### src/rtl/i2c_pkg.sv
// Shared types for the byte-level I2C bus master: command opcodes, FSM states, bit quarters.
package i2c_pkg;

  typedef enum logic [1:0] {
    OP_START = 2'd0,
    OP_WRITE = 2'd1,
    OP_READ  = 2'd2,
    OP_STOP  = 2'd3
  } i2c_op_e;

  typedef enum logic [1:0] {
    ST_IDLE,
    ST_START,
    ST_BIT,
    ST_STOP
  } i2c_state_e;

  typedef enum logic [1:0] {
    Q0 = 2'd0,
    Q1 = 2'd1,
    Q2 = 2'd2,
    Q3 = 2'd3
  } i2c_qtr_e;

  // Quarter in which SCL has just been released, so a target may be stretching it.
  function automatic logic is_release_qtr(input i2c_state_e s, input i2c_qtr_e q);
    return ((s == ST_BIT) && (q == Q2)) ||
           (((s == ST_START) || (s == ST_STOP)) && (q == Q1));
  endfunction

endpackage

### src/rtl/i2c_sync2.sv
// Two-flop synchronizer for an asynchronous bus line; resets to the idle (released) level.
module i2c_sync2 #(
  parameter logic RST_VAL = 1'b1
) (
  input  logic clk,
  input  logic rst,
  input  logic d,
  output logic q
);

  logic meta;

  always_ff @(posedge clk or posedge rst) begin
    if (rst) begin
      meta <= RST_VAL;
      q    <= RST_VAL;
    end else begin
      meta <= d;
      q    <= meta;
    end
  end

endmodule

### src/rtl/i2c_controller.sv
// Byte-level I2C bus master: START/WRITE/READ/STOP primitives with open-drain SDA/SCL
// generation, quarter-period bit timing and clock-stretch support.
module i2c_controller
  import i2c_pkg::*;
#(
  parameter int CLK_DIV = 25
) (
  input  logic       clk,
  input  logic       rst,
  input  logic       cmd_valid,
  output logic       cmd_ready,
  input  logic [1:0] cmd_op,
  input  logic [7:0] cmd_data,
  input  logic       cmd_nack,
  output logic       rsp_valid,
  output logic [7:0] rsp_data,
  output logic       rsp_nack,
  output logic       rsp_err,
  output logic       bus_owned,
  input  logic       sda_i,
  input  logic       scl_i,
  output logic       sda_oe,
  output logic       scl_oe
);

  localparam int QW = $clog2(CLK_DIV);
  localparam logic [QW-1:0] Q_FULL   = QW'(CLK_DIV - 1);
  // The cycle that observes SCL high already counts toward the resumed quarter.
  localparam logic [QW-1:0] Q_RESUME = QW'(CLK_DIV - 2);

  i2c_state_e     state;
  i2c_qtr_e       qtr;
  logic [QW-1:0]  qcnt;
  logic [3:0]     bit_cnt;
  logic           is_rd;
  logic           nack_cmd;
  logic           stall;
  logic [7:0]     shreg;
  logic           sda_s;
  logic           scl_s;
  logic           rel_q;
  i2c_op_e        op;

  i2c_sync2 u_sync_sda (.clk(clk), .rst(rst), .d(sda_i), .q(sda_s));
  i2c_sync2 u_sync_scl (.clk(clk), .rst(rst), .d(scl_i), .q(scl_s));

  assign op    = i2c_op_e'(cmd_op);
  assign rel_q = is_release_qtr(state, qtr);

  always_ff @(posedge clk or posedge rst) begin
    if (rst) begin
      state     <= ST_IDLE;
      qtr       <= Q0;
      qcnt      <= '0;
      bit_cnt   <= '0;
      is_rd     <= 1'b0;
      nack_cmd  <= 1'b0;
      stall     <= 1'b0;
      shreg     <= '0;
      sda_oe    <= 1'b0;
      scl_oe    <= 1'b0;
      cmd_ready <= 1'b1;
      rsp_valid <= 1'b0;
      rsp_data  <= '0;
      rsp_nack  <= 1'b0;
      rsp_err   <= 1'b0;
      bus_owned <= 1'b0;
    end else begin
      rsp_valid <= 1'b0;
      case (state)
        ST_IDLE: begin
          if (!cmd_ready) begin
            cmd_ready <= 1'b1;
          end else if (cmd_valid) begin
            cmd_ready <= 1'b0;
            qtr       <= Q0;
            qcnt      <= Q_FULL;
            stall     <= 1'b0;
            unique case (op)
              OP_START: begin
                state  <= ST_START;
                sda_oe <= 1'b0;
              end
              OP_WRITE, OP_READ: begin
                if (!bus_owned) begin
                  rsp_valid <= 1'b1;
                  rsp_err   <= 1'b1;
                end else begin
                  state    <= ST_BIT;
                  bit_cnt  <= '0;
                  is_rd    <= (op == OP_READ);
                  nack_cmd <= cmd_nack;
                  shreg    <= cmd_data;
                  scl_oe   <= 1'b1;
                  sda_oe   <= (op == OP_WRITE) && !cmd_data[7];
                end
              end
              OP_STOP: begin
                if (bus_owned) begin
                  state  <= ST_STOP;
                  scl_oe <= 1'b1;
                  sda_oe <= 1'b1;
                end
              end
            endcase
          end
        end

        default: begin
          if (qcnt != '0) begin
            qcnt <= qcnt - QW'(1);
          end else if (rel_q && !scl_s) begin
            stall <= 1'b1;
          end else if (rel_q && stall) begin
            stall <= 1'b0;
            qcnt  <= Q_RESUME;
          end else begin
            qcnt <= Q_FULL;
            qtr  <= i2c_qtr_e'(qtr + 2'd1);
            // Actions taken as the current quarter ends, setting up the next one.
            case (state)
              ST_START: begin
                unique case (qtr)
                  Q0: scl_oe <= 1'b0;
                  Q1: sda_oe <= 1'b1;
                  Q2: scl_oe <= 1'b1;
                  Q3: begin
                    bus_owned <= 1'b1;
                    state     <= ST_IDLE;
                  end
                endcase
              end
              ST_STOP: begin
                unique case (qtr)
                  Q0: scl_oe <= 1'b0;
                  Q1: ;
                  Q2: sda_oe <= 1'b0;
                  Q3: begin
                    bus_owned <= 1'b0;
                    state     <= ST_IDLE;
                  end
                endcase
              end
              default: begin
                unique case (qtr)
                  Q0: ;
                  Q1: scl_oe <= 1'b0;
                  Q2: ;
                  Q3: begin
                    scl_oe <= 1'b1;
                    if (bit_cnt == 4'd8) begin
                      rsp_valid <= 1'b1;
                      rsp_data  <= shreg;
                      rsp_nack  <= sda_s;
                      rsp_err   <= 1'b0;
                      state     <= ST_IDLE;
                    end else begin
                      shreg   <= {shreg[6:0], sda_s};
                      bit_cnt <= bit_cnt + 4'd1;
                      if (bit_cnt == 4'd7)
                        sda_oe <= is_rd && !nack_cmd;
                      else
                        sda_oe <= !is_rd && !shreg[6];
                    end
                  end
                endcase
              end
            endcase
          end
        end
      endcase
    end
  end

endmodule

### config.mk
export PLATFORM = sky130hd
export DESIGN_NAME = i2c_controller
export DESIGN_NICKNAME = d
export VERILOG_FILES = /design/src/rtl/i2c_pkg.sv /design/src/rtl/i2c_sync2.sv /design/src/rtl/i2c_controller.sv
export SDC_FILE = /design/constraint.sdc
export NUM_CORES = 1
export LEC_CHECK = 0
export ABC_AREA = 1
export BUFFER_PORTS_ARGS = -buffer_cell sky130_fd_sc_hd__buf_2
export CORE_MARGIN = 2
export CORE_UTILIZATION = 38
export CTS_CLUSTER_DIAMETER = 100
export DETAILED_ROUTE_END_ITERATION = 10
export MAX_ROUTING_LAYER = met4
export PLACE_DENSITY = 0.64
export SLEW_MARGIN = 20
export SYNTH_ARGS = -nofsm -noshare
export SYNTH_HDL_FRONTEND = slang
export SYNTH_SLANG_ARGS = --single-unit
### constraint.sdc
create_clock -name clk -period 2.75 [get_ports clk]
set_input_delay 0.275 -clock clk [delete_from_list [all_inputs] [get_ports clk]]
set_output_delay 0.275 -clock clk [all_outputs]
set_load 0.005 [all_outputs]
== Word-level counts from Yosys, hierarchy flattened ==
Cells that the tools add are included.
Operators by class
  add/subtract/negate cells: 3
  equal/unequal tests: 32
  muxes and demuxes: 106
  bitwise logic cells: 5
  reduce and logical (&&, ||, !) cells: 39
Operators with widths (number)
  $mux W8: 11
  $mux W1: 53
  $mux W4: 12
  $mux W2: 18
  $reduce_and A10 Y1: 3
  $mux W5: 5
  $ne A2 B1 Y1 const B: 8
  $reduce_and A7 Y1: 2
  $eq A2 B2 Y1 const B: 6
  $reduce_and A11 Y1: 1
  $ne A2 B2 Y1 const B: 5
  $pmux W1 S2: 5
  $reduce_and A5 Y1: 2
  $reduce_bool A5 Y1: 2
  $reduce_and A9 Y1: 1
  $logic_and A1 B1 Y1: 7
  $eq A2 B1 Y1 const B: 3
  $logic_not A2 Y1: 3
  $ne A3 B1 Y1 const B: 2
  $ne A3 B2 Y1 const B: 2
  $ne A3 B3 Y1 const B: 2
  $pmux W2 S3: 1
  $reduce_bool A2 Y1: 3
  $reduce_bool A3 Y1: 2
  other kinds (16): 26
Word-level totals
  bits in registers: 43
  input port bits: 16
  output and inout port bits: 15

== Longest topological paths before layout ==
Gate-level depths: netlist of run 1.
  depth after elaboration: 10
  gate-level depth with buffers: 11
  depth with buffers taken out: 11

== Hierarchy ==
Synthesis of run 1 repeated with hierarchy kept, for this count alone.
Unflattened totals
  cell total of the unflattened synthesis: 300
  area, all modules: 2532.4 um^2
Modules (own cells, without submodules)
  i2c_controller: times used 1, cells an instance 294, area each 2419.8 um^2, sequential area each 977.2 um^2
  i2c_sync2: times used 2, cells an instance 3, area each 56.3 um^2, sequential area each 52.6 um^2

== Least setup slack after synthesis of run 1 ==
Ideal clock, no wire load.
  path kind: reg-to-reg
  start point: register qcnt[0]
  end point: register bit_cnt[3]
  setup time: 0.117 ns
  data arrival time: 1.407 ns
  slack: 1.226 ns
  cell stages (with the launch flop): 11
  buffers on the path: 1
  path through: dfrtp_1 -> inv_1 -> ha_1 -> nand3_2 -> nand2_2 -> nand2_1 -> nor2_4 -> nand2_2 -> buf_6 -> nand2_1 -> nand2_1
On the way
  longest elaborated chain between the ends: 3
RTL lines
  from (decl): line i2c_controller.sv:33  | logic [QW-1:0] qcnt;
  from (signal assigned): line i2c_controller.sv:111  | qcnt <= qcnt - QW'(1);
  $reduce_bool A5 Y1: line i2c_controller.sv:110  | if (qcnt != '0) begin
  $ne A2 B1 Y1 (no line)
  $reduce_and A10 Y1 (no line)
  to (signal assigned): line i2c_controller.sv:159  | bit_cnt <= bit_cnt + 4'd1;
  to (decl): line i2c_controller.sv:34  | logic [3:0] bit_cnt;
No other way between the ends.
A chain may end at the register's enable or synchronous reset.

== Worst setup path in the final report of run 1 ==
  start point: register qcnt[0]
  end point: register bit_cnt[1]
The elaborated chain is that of the path after synthesis.

==> flow_summary.yaml, run 1 <==
grt:
  grtUsageTotal_pct: 15.63
  grt_pass1_wl_mm: 8.645
  antenna_found_initial: 0
  grt_max_degree: 26
  grt_pass1_vias: 1815
  grt_remaining_overflow: 0
yosys:
  synth_nets: 343
  synth_cell_type_count: 33
  synthesis.area_mm2: 0.002469
  yosys_warnings: 0
  yosysSeqAreaShare_pct: 43.84
  syn_inst: 316
  ys_ff_latch: 43
  syn_avg_cell_area_um2: 7.812
clocking:
  cts.htree.levels: 2
  tritoncts: "yes"
  cts_hold_buf: 0
  clk_pin_slew_ns: 0.08
  post_cts.repair.setup_buffers: 0
  numCtsBuffers: 5
  post_cts_resized: 0
  clock_latency_ns: 0.30
  clock-root-buffer: "clkbuf_8"
  clock_path_buffers: 2
  cts_num_sinks: 43
drt:
  via_per_inst: 4.747
  drt_pass1_iterations: 4
  ant_nets: 0
  num_vias: 2027
  drcViolationCount: 0
  routed_wl_mm: 5.059
  drtIter0Drc: 151
  routedWlPerCell_um: 11.85
timing:
  fin_ws_ns: 0.8597
  setup_violations: 0
  max-slew-margin-rel_pct: 39.86
  clock.fmax_mhz: 529.0
  fin_crit_sh_pct: 68.74
  fin_setup_tns_ns: 0
  fin_worst_skew_ns: 0.01107
  period_needed_ns: 1.890
  drv_slew: 0
  rsz0062_at_grt: "no"
  hold_viol_final: 0
  tightest_slew_ns: 0.8966
finish:
  layout_common_cells: "100 x nand2_1, 41 x inv_1, 38 x dfrtp_1"
  drive_gt1_share_pct: 20.57
  area_growth_pct: 12.27
  final_cells: 427
  final_common_cell: "nand2_1"
  fin_nets: 376
  antenna_cells: 0
power_and_ir_drop:
  clock_power_share_pct: 15.8
  p_int_mw: 1.369
  seqPwrFrac_pct: 37.4
  irDropWorstVdd_uv: 323.0
  p_leak_nw: 1.494
  power.switching_mw: 1.124
  switching_share_pct: 45.08
  power_per_cell_area_mw_per_mm2: 899.4
  combPwrFrac_pct: 46.8
die:
  core_area_mm2: 0.006314
  fp.dieH_um: 84.60
  rows: 29
  dieWidth_um: 84.60
  ios: 31
  start_util_pct: 39.10
  dieArea_mm2: 0.007157
setup_path:
  cp_top_family: "simple AND/OR/NAND/NOR gates"
  worstPathCellList: "inv_1 > ha_1 > nand3_2 > nand2_2 > nand2_1 > nor2_4 > nand2_2 > nand2_1 > nand2_1"
  crit_path_top_delay_cell: "dfrtp_1"
  cp_data_required_time_ns: 2.94
  end_kind: "register"
  path_buf_inv: 1
  cpPeakStageDelay_ns: 0.38
  crit_arrival_ns: 2.08
  worstPathMaxFanout: 13
  critPathLaunchType: "register"
  critPathMostFrequentCell: "nand2_1"
  criticalPathCategory: "register to register"
run:
  drv_cap: 0
place:
  pre_cts_ws_ns: 0.8520
  hpwl_mm: 3.849
  dp_cells: 419
  gp_congestion: 0.9430
  io_buffers: 30
status:
  outcome: "finished clean"
hold_path:
  hold_class: "primary input to async pin"
==> synth_stat cells, drive strengths merged <==
library cell / n / area share (%)
dfstp: 5 / 5.3
nand3: 32 / 6.9
o21ai: 31 / 8.1
nor3b: 1 / 0.30
nor3: 1 / 0.20
clkbuf: 1 / 0.15
dfrtp: 38 / 39
nand2: 104 / 17
o22ai: 1 / 0.25
a21oi: 5 / 1.2
o21bai: 1 / 0.30
nand3b: 2 / 0.61
buf: 6 / 1.9
ha: 11 / 5.6
xor2: 2 / 0.71
and3: 1 / 0.25
inv: 46 / 7.1
nand4: 2 / 1.1
nor2: 26 / 4.9
==> flip-flops by register name (all words and copies together), names as in the netlist, 2 cells and up <==
name and count:
bit_cnt 4, qcnt 5, qtr 2, rsp_data 8, shreg 8, state 2
==> cells by family (layout without fill, tap and decap cells) <==
| group | after synthesis | in the layout | synth area share (%) |
|---|---|---|---|
| AO/OA/AOI/OAI | 38 | 38 | 9.833 |
| AND/OR/NAND/NOR | 169 | 169 | 30.87 |
| buffers and inverters | 53 | 87 | 9.174 |
| XOR/XNOR | 2 | 2 | 0.7097 |
| adder cells (fa/ha/maj) | 11 | 11 | 5.575 |
| flip-flops | 43 | 43 | 43.84 |
==> cell type report <==
cell class,instances,area [um2]
clock buffer,6,72.57
clock inverter,2,12.51
multi-input combinational,220,1160
fill,657,3542
inverter,46,175.2
timing repair buffer,33,172.7
sequential,43,1082
tap,77,96.34
==> power by group through the flow <==
| stage | Sequential, mW | Clock [mW] | Combinational [mW] |
|---|---|---|---|
| after floorplan | 0.903 | 0 | 0.934 |
| after CTS | 0.933 | 0.414 | 1.17 |
| after global routing | 0.961 | 0.427 | 1.35 |
| after detailed placement | 0.942 | 0 | 1.17 |
| final | 0.933 | 0.393 | 1.17 |
| after global placement | 0.941 | 0 | 1.14 |
==> layer usage <==
metal	part of all wire, %	global-route usage, %
met2	44	22.62
met5	0	-
met4	1.1	4.762
met3	3.6	3.245
met1	52	22.10
==> metrics by stage <==
stage	hold WS [ns]	util (%)	total power, mW	cell area, um2
2_1_floorplan	0.2795	-	1.837	2469
3_3_place_gp	0.3484	42.55	2.086	2686
3_5_place_dp	0.3496	42.55	2.112	2686
4_1_cts	0.06293	43.90	2.517	2771
5_1_grt	0.06290	43.90	2.742	2771
6_report	0.04495	43.90	2.493	2771
==> worst register-to-register path, cell delays in order, from the launching register on <==
cell	delay, ns
dfrtp_1	0.38
inv_1	0.11
ha_1	0.23
nand3_2	0.14
nand2_2	0.14
nand2_1	0.10
nor2_4	0.30
nand2_2	0.23
nand2_1	0.11
nand2_1	0.06
==> final timing paths <==
kind / start / end / slack [ns] / depth (start not counted)
hold / removal: rst / rsp_data[1] / 0.04 / 2
setup reg to reg: qcnt[0] / bit_cnt[1] / 0.86 / 9
setup / recovery: qcnt[0] / bit_cnt[1] / 0.86 / 9
hold reg to reg: u_sync_scl.meta / u_sync_scl.q / 0.36 / 0
max in group asynchronous: rst / cmd_ready / 1.92 / 3
min in group clk: sda_i / u_sync_sda.meta / 0.07 / 1
(Power assumes the default switching activity.)
==> run 2, diff against run 1 <==
--- a/config.mk
+++ b/config.mk
@@ -12,7 +12,7 @@
 export CTS_CLUSTER_DIAMETER = 100
 export DETAILED_ROUTE_END_ITERATION = 10
 export MAX_ROUTING_LAYER = met4
-export PLACE_DENSITY = 0.64
+export PLACE_DENSITY = 0.66
 export SLEW_MARGIN = 20
 export SYNTH_ARGS = -nofsm -noshare
 export SYNTH_HDL_FRONTEND = slang
==> constraint.sdc (replaced) <==
create_clock -name clk -period 1.65 [get_ports clk]
set_input_delay 0.165 -clock clk [delete_from_list [all_inputs] [get_ports clk]]
set_output_delay 0.165 -clock clk [all_outputs]
set_load 0.005 [all_outputs]
==> run 2 against run 1 <==
Effect of this change: the flow now finishes with violations (negative hold slack); critical endpoint is now state[0]; core utilization is 4.7 points higher; sequential cell count unchanged; clock skew is 0.00078 ns lower; sequential power grew 66%; register-to-register slack worse by 0.77 ns; setup slack got worse by 0.77 ns; die area is the same; first-iteration DRC count down 34%; routed wire length grew 2.6%; cell count is 6.6% higher; clock power up 74%; global-route usage increased by 0.17 points.
==> flow_summary.yaml, run 2 (synthesis gave the netlist of run 1 again) <==
status:
  outcome: "finished, violations left"
  failed_checks: "negative hold slack"
finish:
  fillers: 613
  top_regs: "rsp_data x8, shreg x8, qcnt x5"
  drive_gt1_share_pct: 29.37
  antenna_cells: 0
  fin_area_mm2: 0.003065
  multiInputGateArea_mm2: 0.001207
  layout_common_cells: "98 x nand2_1, 37 x inv_1, 36 x dfrtp_1"
  fin_util_pct: 48.55
  final-seq-area_mm2: 0.001085
  final_common_cell: "nand2_1"
  fin_nets: 404
  area_growth_pct: 24.18
timing:
  tightest_slew_ns: 0.5394
  fin_worst_skew_ns: 0.01029
  period_needed_ns: 1.562
  hold_ws_ns: -0.002802
  max-slew-margin-rel_pct: 64.04
  hold_viol_final: 15
  drv_slew: 0
  setup_violations: 0
  fin_crit_sh_pct: 94.66
  clock.fmax_mhz: 640.3
power_and_ir_drop:
  clock_power_share_pct: 14.7
  irDropWorstVdd_uv: 502.3
  seqPwrFrac_pct: 33.3
  p_int_mw: 2.669
  power_per_cell_area_mw_per_mm2: 1515
  combPwrFrac_pct: 52.0
  power.switching_mw: 1.974
  p_leak_nw: 1.640
  switching_share_pct: 42.51
setup_path:
  reg2reg_slack_ns: 0.09
  worstPathMaxFanout: 5
  critPathLaunchType: "register"
  cpPeakStageDelay_ns: 0.42
  criticalPathCategory: "register to register"
  path_buf_inv: 3
  crit_path_top_delay_cell: "dfrtp_2"
  cp_data_required_time_ns: 1.83
  crit_arrival_ns: 1.75
  r2r-end: "state[0]"
  reg2reg_from: "qtr[1]"
  end_kind: "register"
  worstRegToRegCells: 11
  cp_top_family: "simple AND/OR/NAND/NOR gates"
  worstPathCellList: "inv_2 > ha_2 > nand2_2 > nand2_4 > o21ai_4 > inv_4 > buf_4 > nor2_4 > nand2_1 > nand2_1 > nand2_1"
  critPathMostFrequentCell: "nand2_1"
clocking:
  tritoncts: "yes"
  clock-root-buffer: "clkbuf_8"
  cts_num_sinks: 43
  numCtsBuffers: 5
  cts.htree.levels: 2
  clock_latency_ns: 0.29
  clock_path_buffers: 2
  clk_pin_slew_ns: 0.08
grt:
  grt_remaining_overflow: 0
  grt_pass1_wl_mm: 8.873
  antenna_found_initial: 0
  grt_pass1_vias: 1966
  grtUsageTotal_pct: 15.80
  grt_max_degree: 44
place:
  gp_congestion: 0.9200
  io_buffers: 30
  hpwl_mm: 3.882
  dpl_cell_area_mm2: 0.002856
die:
  dieArea_mm2: 0.007157
  dieWidth_um: 84.60
  start_util_pct: 39.10
  fp.dieH_um: 84.60
  ios: 31
  rows: 29
  core_area_mm2: 0.006314
drt:
  routedWlPerCell_um: 11.41
  via_per_inst: 4.653
  routed_wl_mm: 5.190
  ant_nets: 0
  drt_pass1_iterations: 4
  num_vias: 2117
  drtIter0Drc: 100
  drcViolationCount: 0
run:
  drv_cap: 0
hold_path:
  hold_class: "primary input to async pin"
-- run 2: cell types whose count changed in the layout (fill, tap and decap cells not counted), sizes merged --
cell	previous run	this run
buf	33	59
dlygate4sd3	0	2
clkbuf	6	7
clkinvlp	1	0
-- run 2: power groups by stage --
stage	Clock [mW]	Combinational [mW]	Sequential, mW
after floorplan	0	1.56	1.51
after global placement	0	2.23	1.53
after detailed placement	0	2.25	1.54
after CTS	0.707	2.27	1.52
after global routing	0.759	2.75	1.59
final	0.683	2.41	1.55
-- run 2: worst max path at each step --
stage,slack (ns),startpoint,endpoint,cells after the start
CTS,0.06,qtr[0],rsp_nack,10
finish,0.09,qtr[1],state[0],11
floorplan,0.13,qcnt[0],bit_cnt[3],10
global route,-0.0009,qtr[1],shreg[0],11
global placement,0.11,qtr[0],rsp_data[2],10
detailed placement,0.07,qtr[0],rsp_nack,10
-- run 2: layout make-up --
| cell class | instances | area share [%] |
|---|---|---|
| Tap cell | 77 | 3.143 |
| Multi-Input combinational cell | 220 | 39.39 |
| Timing Repair Buffer | 61 | 13.31 |
| Clock inverter | 1 | 0.1633 |
| Sequential cell | 43 | 35.39 |
| Inverter | 46 | 5.796 |
| Clock buffer | 7 | 2.816 |
-- run 2: repair_timing --
| item | in CTS | in global routing |
|---|---|---|
| gates resized for setup | 0 | 20 |
| buffers inserted | 0 | 5 |
| hold buffers | 2 | 0 |
| hold endpoints to repair | 2 | 0 |
| setup endpoints to repair | 0 | 28 |
-- run 2: routing by layer --
metal | up-vias | routed length [um] | part of all wire (%) | track usage, %
li1 | 1109 | - | - | -
met1 | 959 | 2584 | 50 | 21.33
met2 | 43 | 2338 | 45 | 23.34
met3 | 6 | 179 | 3.4 | 3.245
met4 | 0 | 87 | 1.7 | 6.205
met5 | - | 0 | 0 | -
-- run 2: metrics by stage --
stage | setup slack (ns) | setup TNS [ns] | power [mW] | std cells | hold slack [ns]
finish | 0.08819 | 0 | 4.643 | 455 | -0.002802
detailed placement | 0.06947 | 0 | 3.788 | 440 | 0.2733
floorplan | 0.1262 | 0 | 3.061 | 316 | 0.1695
global placement | 0.1056 | 0 | 3.758 | 440 | 0.2707
global route | -0.0009199 | -0.0009199 | 5.099 | 455 | 0.05157
CTS | 0.05544 | 0 | 4.491 | 450 | 0.01231
-- run 2: tightest hold or removal path, delay by kind of cell --
| kind | cells | cell delay, ns |
|---|---|---|
| buffers and inverters | 3 | 0.57 |
==> run 3, diff against run 2 <==
--- a/config.mk
+++ b/config.mk
@@ -8,11 +8,11 @@
 export ABC_AREA = 1
 export BUFFER_PORTS_ARGS = -buffer_cell sky130_fd_sc_hd__buf_2
 export CORE_MARGIN = 2
-export CORE_UTILIZATION = 38
+export CORE_UTILIZATION = 30
 export CTS_CLUSTER_DIAMETER = 100
 export DETAILED_ROUTE_END_ITERATION = 10
 export MAX_ROUTING_LAYER = met4
-export PLACE_DENSITY = 0.66
+export PLACE_DENSITY = 0.56
 export SLEW_MARGIN = 20
 export SYNTH_ARGS = -nofsm -noshare
 export SYNTH_HDL_FRONTEND = slang
==> constraint.sdc (replaced) <==
create_clock -name clk -period 1.65 [get_ports clk]
set_input_delay 0.4125 -clock clk [delete_from_list [all_inputs] [get_ports clk]]
set_output_delay 0.4125 -clock clk [all_outputs]
set_load 0.005 [all_outputs]
==> run 3 against run 2 <==
Effect of this change: register-to-register slack is essentially flat; via count grew 2.0%; cell area grew 5.2%; cell count grew 7.3%; clock power grew 44%; critical path depth is the same; count of clock-buffer cells in the layout shrank 2; the flow now finishes without violations; largest cell class unchanged; sequential cell count is the same; first-iteration DRC count shrank 14%; largest power group unchanged; combinational power grew 8.7%; global-route usage shrank 2.6 points.
==> flow_summary.yaml, run 3 (synthesis gave the netlist of run 1 again) <==
status:
  outcome: "finished clean"
timing:
  clock.fmax_mhz: 642.4
  drv_slew: 0
  rsz0062_at_grt: "no"
  period_needed_ns: 1.557
  fin_crit_sh_pct: 94.35
  fin_worst_skew_ns: 0.01183
  fin_ws_ns: 0.09325
  hold_viol_final: 0
  tightest_slew_ns: 0.3222
  setup_violations: 0
  fin_setup_tns_ns: 0
  max-slew-margin-rel_pct: 78.52
drt:
  drcViolationCount: 0
  ant_nets: 0
  drt_pass1_iterations: 5
  drtIter0Drc: 86
  num_vias: 2160
  routed_wl_mm: 5.499
  routedWlPerCell_um: 11.27
  via_per_inst: 4.426
clocking:
  numCtsBuffers: 5
  clock_path_buffers: 2
  clock_latency_ns: 0.30
  tritoncts: "yes"
  cts.htree.levels: 2
  cts_hold_buf: 0
  clk_pin_slew_ns: 0.09
  clock-root-buffer: "clkbuf_8"
  cts_num_sinks: 43
run:
  drv_cap: 0
grt:
  grt_pass1_vias: 1890
  grtUsageTotal_pct: 13.22
  grt_max_degree: 26
  antenna_found_initial: 0
  grt_remaining_overflow: 0
  grt_pass1_wl_mm: 9.094
die:
  start_util_pct: 30.50
  dieWidth_um: 94.71
  fp.dieH_um: 94.71
  dieArea_mm2: 0.008970
  rows: 33
  core_area_mm2: 0.008093
  ios: 31
power_and_ir_drop:
  power.switching_mw: 2.104
  p_leak_nw: 1.701
  switching_share_pct: 40.88
  p_int_mw: 3.042
  seqPwrFrac_pct: 30.1
  irDropWorstVdd_uv: 438.8
  clock_power_share_pct: 19.1
  power_per_cell_area_mw_per_mm2: 1595
  combPwrFrac_pct: 50.9
hold_path:
  hold_class: "primary input to async pin"
place:
  pre_cts_ws_ns: -0.07262
  gp_congestion: 0.8770
  hpwl_mm: 4.159
  io_buffers: 30
setup_path:
  end_kind: "register"
  worstPathCellList: "inv_2 > ha_4 > nand3_2 > nand2_4 > o21ai_4 > buf_4 > nand2_2 > nor2_2 > buf_4 > nand2_1 > o21ai_0"
  cp_data_required_time_ns: 1.83
  critPathMostFrequentCell: "buf_4"
  criticalPathCategory: "register to register"
  crit_arrival_ns: 1.74
  cpPeakStageDelay_ns: 0.42
  critPathLaunchType: "register"
  crit_path_top_delay_cell: "dfrtp_1"
  worstPathMaxFanout: 4
finish:
  antenna_cells: 0
  fin_nets: 409
  area_growth_pct: 30.66
  layout_common_cells: "95 x nand2_1, 39 x inv_1, 36 x dfrtp_1"
  final_common_cell: "nand2_1"
  fin_util_pct: 39.86
  drive_gt1_share_pct: 31.59
  top_regs: "rsp_data x8, shreg x8, qcnt x5"
[run 3: power by group through the flow]
stage                     registers [mW]  logic [mW]  clock network, mW
after global routing                1.58        2.98               1.06
after detailed placement            1.56        2.26                  0
after CTS                           1.55        2.32               1.01
after floorplan                     1.51        1.56                  0
final                               1.55        2.62              0.981
after global placement              1.56        2.21                  0
[run 3: path summary, 6_finish.rpt]
check	cells past startpoint	to	start	slack, ns
max	11	qtr[1]	qtr[0]	0.09
min	3	rsp_data[3]	rst	0.12
max reg2reg	11	qtr[1]	qtr[0]	0.09
min reg2reg	0	u_sync_sda.q	u_sync_sda.meta	0.36
max in group asynchronous	3	cmd_ready	rst	1.19
min in group clk	1	u_sync_sda.meta	sda_i	0.21
[run 3: area by class of cell]
type | count | area, um2
tap | 105 | 131.4
inverter | 46 | 175.2
sequential | 43 | 1085
multi-input combinational | 220 | 1245
clock inverter | 3 | 67.56
clock buffer | 5 | 68.82
fill | 882 | 4867
timing repair buffer | 66 | 452.9
[run 3: through the flow]
step	total power, mW	cell area (um2)	cells	hold slack (ns)
2_1_floorplan	3.061	2469	316	0.3452
3_3_place_gp	3.776	2914	471	0.3462
3_5_place_dp	3.825	2914	471	0.3473
4_1_cts	4.873	3078	482	0.1187
5_1_grt	5.624	3226	488	0.1349
6_report	5.146	3226	488	0.1151
[run 3: per-layer routing]
| metal | global-route usage, % | vias up | routed length (um) | share of wire [%] |
|---|---|---|---|---|
| li1 | - | 1122 | - | - |
| met1 | 19.54 | 988 | 2706 | 49 |
| met2 | 18.74 | 44 | 2491 | 45 |
| met3 | 2.235 | 6 | 235 | 4.3 |
| met4 | 3.261 | 0 | 66 | 1.2 |
| met5 | - | - | 0 | 0 |
[run 3: critical path: cells and delay by family (launching register included)]
kind,cells,cell delay (ns)
DFF,1,0.42
and+or+nand+nor,5,0.36
AOI/OAI and AO/OA,2,0.14
buffers and inverters,3,0.39
adders and majority gates,1,0.14
[run 3: repair_timing]
| item | 4_1_cts | 5_1_grt |
|---|---|---|
| resized for setup | 2 | 23 |
| buffers inserted | 3 | 6 |
| pin swaps | 1 | 3 |
| setup endpoints to repair | 2 | 27 |
